--- src/rtl/nibble_pkg.sv ---
// rtl/nibble_pkg.sv - shared widths and state encoding for the nibble packer
package nibble_pkg;
   localparam int NIBBLE_W  = 4;
   localparam int NUM_SLOTS = 4;
   localparam int WORD_W    = 16;
   localparam int SLOT_W    = 2;

   typedef enum logic {
      FILL = 1'b0,
      FULL = 1'b1
   } state_t;
endpackage

--- src/rtl/nibble_dec.sv ---
// rtl/nibble_dec.sv - slot index to one-hot write enable, gated by en
import nibble_pkg::*;

module nibble_dec (
   input  logic [SLOT_W-1:0]    idx,
   input  logic                 en,
   output logic [NUM_SLOTS-1:0] onehot
);
   always_comb begin
      onehot = '0;
      if (en) onehot[idx] = 1'b1;
   end
endmodule

--- src/rtl/nibble_packer.sv ---
// rtl/nibble_packer.sv - assembles four nibbles into a held 16-bit word
import nibble_pkg::*;

module nibble_packer (
   input  logic                 clk,
   input  logic                 rst,
   input  logic [NIBBLE_W-1:0]  nibble_in,
   input  logic                 nibble_valid,
   output logic                 nibble_ready,
   input  logic                 mode,
   input  logic [SLOT_W-1:0]    sel,
   input  logic                 clear,
   output logic [WORD_W-1:0]    word_out,
   output logic                 word_valid,
   input  logic                 word_ack,
   output logic [NUM_SLOTS-1:0] written_mask
);
   state_t                state, next_state;
   logic [SLOT_W-1:0]     ptr;
   logic [SLOT_W-1:0]     slot;
   logic                  accept;
   logic [NUM_SLOTS-1:0]  we;
   logic [NUM_SLOTS-1:0]  mask_next;

   assign nibble_ready = (state == FILL);
   assign word_valid   = (state == FULL);
   assign accept       = nibble_valid && nibble_ready;
   assign slot         = mode ? sel : ptr;
   assign mask_next    = written_mask | we;

   nibble_dec u_dec (
      .idx    (slot),
      .en     (accept),
      .onehot (we)
   );

   always_ff @(posedge clk) begin
      if (rst) state <= FILL;
      else     state <= next_state;
   end

   always_comb begin
      next_state = state;
      case (state)
         FILL: begin
            if (!clear && accept && mask_next == {NUM_SLOTS{1'b1}})
               next_state = FULL;
         end
         FULL: begin
            if (clear || word_ack) next_state = FILL;
         end
         default: next_state = FILL;
      endcase
   end

   // clear wins over an in-flight nibble; word_out is never touched by clear or ack
   always_ff @(posedge clk) begin
      if (rst) begin
         word_out     <= '0;
         written_mask <= '0;
         ptr          <= '0;
      end else if (clear) begin
         written_mask <= '0;
         ptr          <= '0;
      end else if (state == FILL) begin
         if (accept) begin
            for (int i = 0; i < NUM_SLOTS; i++)
               if (we[i]) word_out[i*NIBBLE_W +: NIBBLE_W] <= nibble_in;
            written_mask <= mask_next;
            if (!mode) ptr <= ptr + 2'd1;
         end
      end else if (word_ack) begin
         written_mask <= '0;
         ptr          <= '0;
      end
   end
endmodule

--- config.mk ---
export PLATFORM = sky130hd
export DESIGN_NAME = nibble_packer
export DESIGN_NICKNAME = d
export VERILOG_FILES = /design/src/rtl/nibble_pkg.sv /design/src/rtl/nibble_dec.sv /design/src/rtl/nibble_packer.sv
export SDC_FILE = /design/constraint.sdc
export NUM_CORES = 1
export LEC_CHECK = 0
export CAP_MARGIN = 20
export CORE_MARGIN = 2
export CORE_UTILIZATION = 49
export CTS_CLUSTER_DIAMETER = 30
export DETAILED_ROUTE_END_ITERATION = 8
export HOLD_SLACK_MARGIN = 0.08
export PLACE_DENSITY = 0.83
export SLEW_MARGIN = 20
export SYNTH_ARGS = -nofsm -noshare
export SYNTH_HDL_FRONTEND = slang
export SYNTH_SLANG_ARGS = --single-unit
--- constraint.sdc ---
create_clock -name clk -period 2.85 [get_ports clk]
set_input_delay 0.57 -clock clk [delete_from_list [all_inputs] [get_ports clk]]
set_output_delay 0.57 -clock clk [all_outputs]
set_load 0.02 [all_outputs]
Yosys cells after proc, flatten, opt, wreduce, memory -nomap -nowiden --
Index checks and enable logic that the tools add are counted.
Storage, ports and cells: ROM bits 0, input port bits 12, latch bits 0, RAM bits 0, logic and storage cells 44, output and inout bits 22, flip-flop bits (word level) 23, memories kept 0
Cells by class: reduce and logical (&&, ||, !) cells 14, multipliers 0, bitwise gates (word level) 3, add/sub/neg operators 1, divide/modulo/power cells 0, equality and inequality tests 3, magnitude comparators 2, mux-type cells 14, shift-type cells 0
Operators with widths (count):
- $mux 4 | 4
- $reduce_and 4->1 | 4
- $mux 2 | 5
- $eq 4x4->1 const B | 1
- $logic_and 1x1->1 | 4
- $or 4x4->4 | 1
- $lt 2x3->1 const B | 1
- $mux 1 | 3
- $reduce_and 3->1 | 1
- $add 2x1->2 const B | 1
- $demux 1 s2 | 1
- $ge 2x1->1 const B | 1
- $ne 2x1->1 const B | 1
- $ne 2x2->1 const B | 1
- $not 1->1 | 2
- $pmux 1 s2 | 1
- $reduce_and 2->1 | 1
- $reduce_bool 2->1 | 1
- $reduce_or 2->1 | 1
- $logic_not 1->1 | 1
- $logic_or 1x1->1 | 1

Depth between registers and ports, before layout --
word-level depth 11, depth in mapped cells 5, gate-level depth less buffers 3

By module --
Synthesis repeated with hierarchy kept, for this count alone.
Second synthesis, totals: cell total of the unflattened synthesis 99, area, all modules 994.7 µm²
Modules (own cells, without submodules):
- nibble_packer | seq. area each 460.4 µm², instances 1, area an instance 957.2 µm², cells an instance 95
- nibble_dec | seq. area each 0.0 µm², instances 1, area an instance 37.5 µm², cells an instance 4

Worst setup path before layout --
Ideal clock, no wire load.
path type input-to-reg, start point input port mode, end point register word_out[2], buffers on the path 2, stages 5, arrival 1748 ps, slack 981 ps, library setup time 121 ps, data required time 2729 ps, cells stage by stage buf_6 mux2_4 or4_1 buf_2 mux2i_1
Between the ends: word-level cells in the longest chain between the ends 7, elaborated cells between the ends (all ways) 8, those cells by class 2 x order compare; 4 x mux; 2 x reduce/logical
Ends and longest elaborated chain:
- start: declaration | RTL line nibble_packer.sv:10 | input logic mode,
- $mux 2 (*) | RTL line nibble_packer.sv:28 | assign slot = mode ? sel : ptr;
- $lt 2x3->1 (implied by the code) / $ge 2x1->1 (equally long branches) | RTL line nibble_dec.sv:11 | if (en) onehot[idx] = 1'b1;
- $logic_and 1x1->1 (implied by the code) | RTL line nibble_dec.sv:11
- $mux 1 (implied by the code) | RTL line nibble_dec.sv:11
- $demux 1 s2 (*)
- $mux 4 (*) | RTL line nibble_dec.sv:11
- $reduce_and 4->1 (no source line) (*)
- end signal: indexed assignment | RTL line nibble_packer.sv:68 | if (we[i]) word_out[i*NIBBLE_W +: NIBBLE_W] <= nibble_in;
- end: declaration | RTL line nibble_packer.sv:13 | output logic [WORD_W-1:0] word_out,
Mark *: on every way between the ends. The rest lies on a longest branch, timed or not. A chain may end at the register's enable or synchronous reset.

Final worst setup path --
Ends and elaborated chain as after synthesis.

==> flow_summary.yaml <==
min_path:
  hold_depth: 2
  min-delay-path-class: "flip-flop to flip-flop"
  min_from: "word_out[10]"
  worst_case_hold_path_end_point: "word_out[10]"
global_routing:
  grt_usage: 0.178
  number_of_global_route_vias_before_repair: 807
  grt_pass1_wl_um: 3550
  grt_max_degree: 23
  antenna_found_initial: 0
  grt.overflow.total: 0
routing:
  count_of_routing_violations_after_the_opening_detailed_route_iteration: 14
  routed_via_density: 5.30
  average_wire_per_cell_in_the_routed_design_um: 12.8
  final_antenna_net_count: 0
  via_count: 896
  drcViolationCount: 0
  totalWireLength_um: 2160
  first_pass_iters: 4
logic_synthesis:
  syn-instance-count: 110
  post_synth.cell_area_avg_um2: 9.99
  yosys.cell_types.count: 30
  netlist.area_leader.share: 0.419
  synth-edff-count: 0
  count_of_state_elements_after_synthesis: 23
  seq_area_frac_synth: 0.419
  synthFlopType: "dfxtp_1"
  syn-num-nets: 122
  dominant_cells_by_area_after_synthesis: "dfxtp_1 42%, mux2i_1 16%, nand2b_1 13%"
  synth.yosys.warnings: 0
  synth.most_common_cell: "dfxtp_1"
  synth_commonest_cells: "23 x dfxtp_1, 22 x nand2b_1, 18 x mux2i_1, 5 x nor2_1, 4 x clkbuf_1"
  async_flop_share: 0
  synth_top_cell_by_area: "dfxtp_1"
  mapped_area_um2: 1100
pwr:
  p_switching_mw: 0.136
  worst_ir_drop_vdd_mv: 0.352
  power.share.sequential: 0.593
  p_leak_nw: 0.580
  power_switching_share: 0.242
  pwr_density_cell_nw_per_um2: 383
  share_clk_of_total_power: 0.254
  internal_power_mw: 0.426
  power_frac_comb: 0.153
layout:
  area.growth.synth_to_final_pct: 33.4
  finalInstanceArea_um2: 1470
  design.final.nets: 154
  drive_above_1_share: 0.0638
  antennaDiodeCount: 0
  finalCoreUtilization: 0.675
timing:
  post-route-min-period_ns: 2.25
  finalSetupViolCount: 0
  layout_worst_path_cycle_share: 0.788
  report.final.hold_viol_count: 0
  fin_worst_skew_ns: 0.000446
  hold-worst-slack_ns: 0.480
  tns_ns: 0
  tightest_slew_ns: 0.524
  rsz_0062_raised_after_global_routing: "false"
  top_achievable_clock_speed_mhz: 445
  finalMaxSlewViolations: 0
  maxSlewHeadroom: 0.641
floorplan:
  fp.dieW_um: 51.4
  row_count: 17
  start_util: 0.506
  floorplan.core_area_um2: 2170
  io_pins: 34
  die_area_um2: 2640
  die_ht_um: 51.4
worst_setup_path:
  reg2reg_to: "word_out[5]"
  timing.critical_path.cells: "clkdlybuf4s50_1 > mux2_4 > or4_1 > mux2i_1"
  start_of_the_worst_register_to_register_path: "ptr[0]"
  ff2ff_path_depth: 3
  timing.critical_path.fanout_max: 9
  critical_path.max_stage_delay_ns: 0.69
  cp_data_arrival_time_ns: 2.44
  cp-end-kind: "flip-flop"
  timing.critical_path.from_type: "input pin"
  worstSetupPathType: "input pin to flip-flop"
  worst-endpoint-required_ns: 3.05
  crit_path_top_delay_cell: "clkdlybuf4s50_1"
  ff2ff_setup_slack_ns: 1.23
clock_tree:
  cts_setup_buffers: 0
  cts_hold_repair.buffers: 0
  clock_latency_ns: 0.30
  clk_path_buf_depth: 2
  resized_cells_post_cts: 0
  cts_root_buffer: "clkbuf_4"
  htree_num_levels: 1
  clk_pin_slew_ns: 0.12
  clock-sinks: 23
  cts_tree: "yes"
  cts_inserted_buffers: 3
job:
  drv.max_cap_violation_count: 0
placed_design:
  dpl_cell_area_um2: 1440
  port-buffer-count: 33
  routabilityCongestion: 0.742
  detailed_place_hpwl_um: 1700
outcome:
  status: "completed"
cell families after synthesis:
kind of cell | synth area share
AO/OA/AOI/OAI | 0.0911
buffers and inverters | 0.0478
flip-flops | 0.419
multiplexers | 0.191
AND/OR/NAND/NOR | 0.251
how the worst max path moves through the flow:
stage          start  cells after the start  slack, ns           to
4_1_cts         mode                      4       0.62  word_out[2]
3_5_place_dp    mode                      4       0.27  word_out[4]
3_3_place_gp    mode                      4       0.31  word_out[3]
5_1_grt         mode                      4       0.56  word_out[2]
2_1_floorplan   mode                      5       0.98  word_out[2]
6_report        mode                      4       0.60  word_out[2]
power groups by stage:
| stage | combinational [mW] | sequential [mW] | clock [mW] |
|---|---|---|---|
| CTS | 0.0861 | 0.333 | 0.150 |
| global placement | 0.0840 | 0.340 | 0 |
| detailed placement | 0.0859 | 0.340 | 0 |
| finish | 0.0859 | 0.333 | 0.143 |
| floorplan | 0.0411 | 0.348 | 0 |
| global route | 0.0924 | 0.334 | 0.163 |
worst max-delay path: cells and delay by family:
family                 cells  cell delay (ns)
muxes                      2             0.53
buffers and inverters      1             0.69
and+or+nand+nor            1             0.65
flip-flops by register name, indices dropped and copies added, names as in the netlist:
name,flops
ptr,2
written_mask,4
word_out,16
word_valid,1
metal layers:
metal | global-route usage | up-vias | part of all wire
met5 | 0 | - | 0
met4 | 0.0658 | 0 | 0.0079
met3 | 0.0263 | 2 | 0.042
met2 | 0.301 | 22 | 0.48
met1 | 0.230 | 413 | 0.47
li1 | - | 459 | -
layout make-up:
cell class,instances,area (um2)
clock inverters,1,5.00
inverters,3,11.3
repair buffers,35,345
multi-input cells,76,586
well taps,28,35.0
fillers,186,704
clock buffers,3,22.5
flip-flops and latches,23,460
metrics by stage:
stage          setup slack, ns  power [mW]  cells
2_1_floorplan            0.981       0.389    110
3_3_place_gp             0.306       0.424    165
3_5_place_dp             0.269       0.426    165
4_1_cts                  0.616       0.569    169
5_1_grt                  0.558       0.589    169
6_report                 0.604       0.562    169
placed cells by master (no fill, tap or decap), drive strengths merged:
cell	count
clkdlybuf4s50	33
dfxtp	23
nand2b	22
mux2i	18
nor2	5
inv	3
or4	3
a31oi	3
clkbuf	3
mux2	2
nor2b	2
a41oi	2
nor4b	2
a21oi	2
buf	2
nor4	2
a211o	1
nor3b	1
o211a	1
and2	1
nand4	1
nand2	1
a211oi	1
or4b	1
a311o	1
a222oi	1
nand3	1
and3b	1
o211ai	1
clkinv	1
Note: power is estimated with default switching activity, not from simulation.
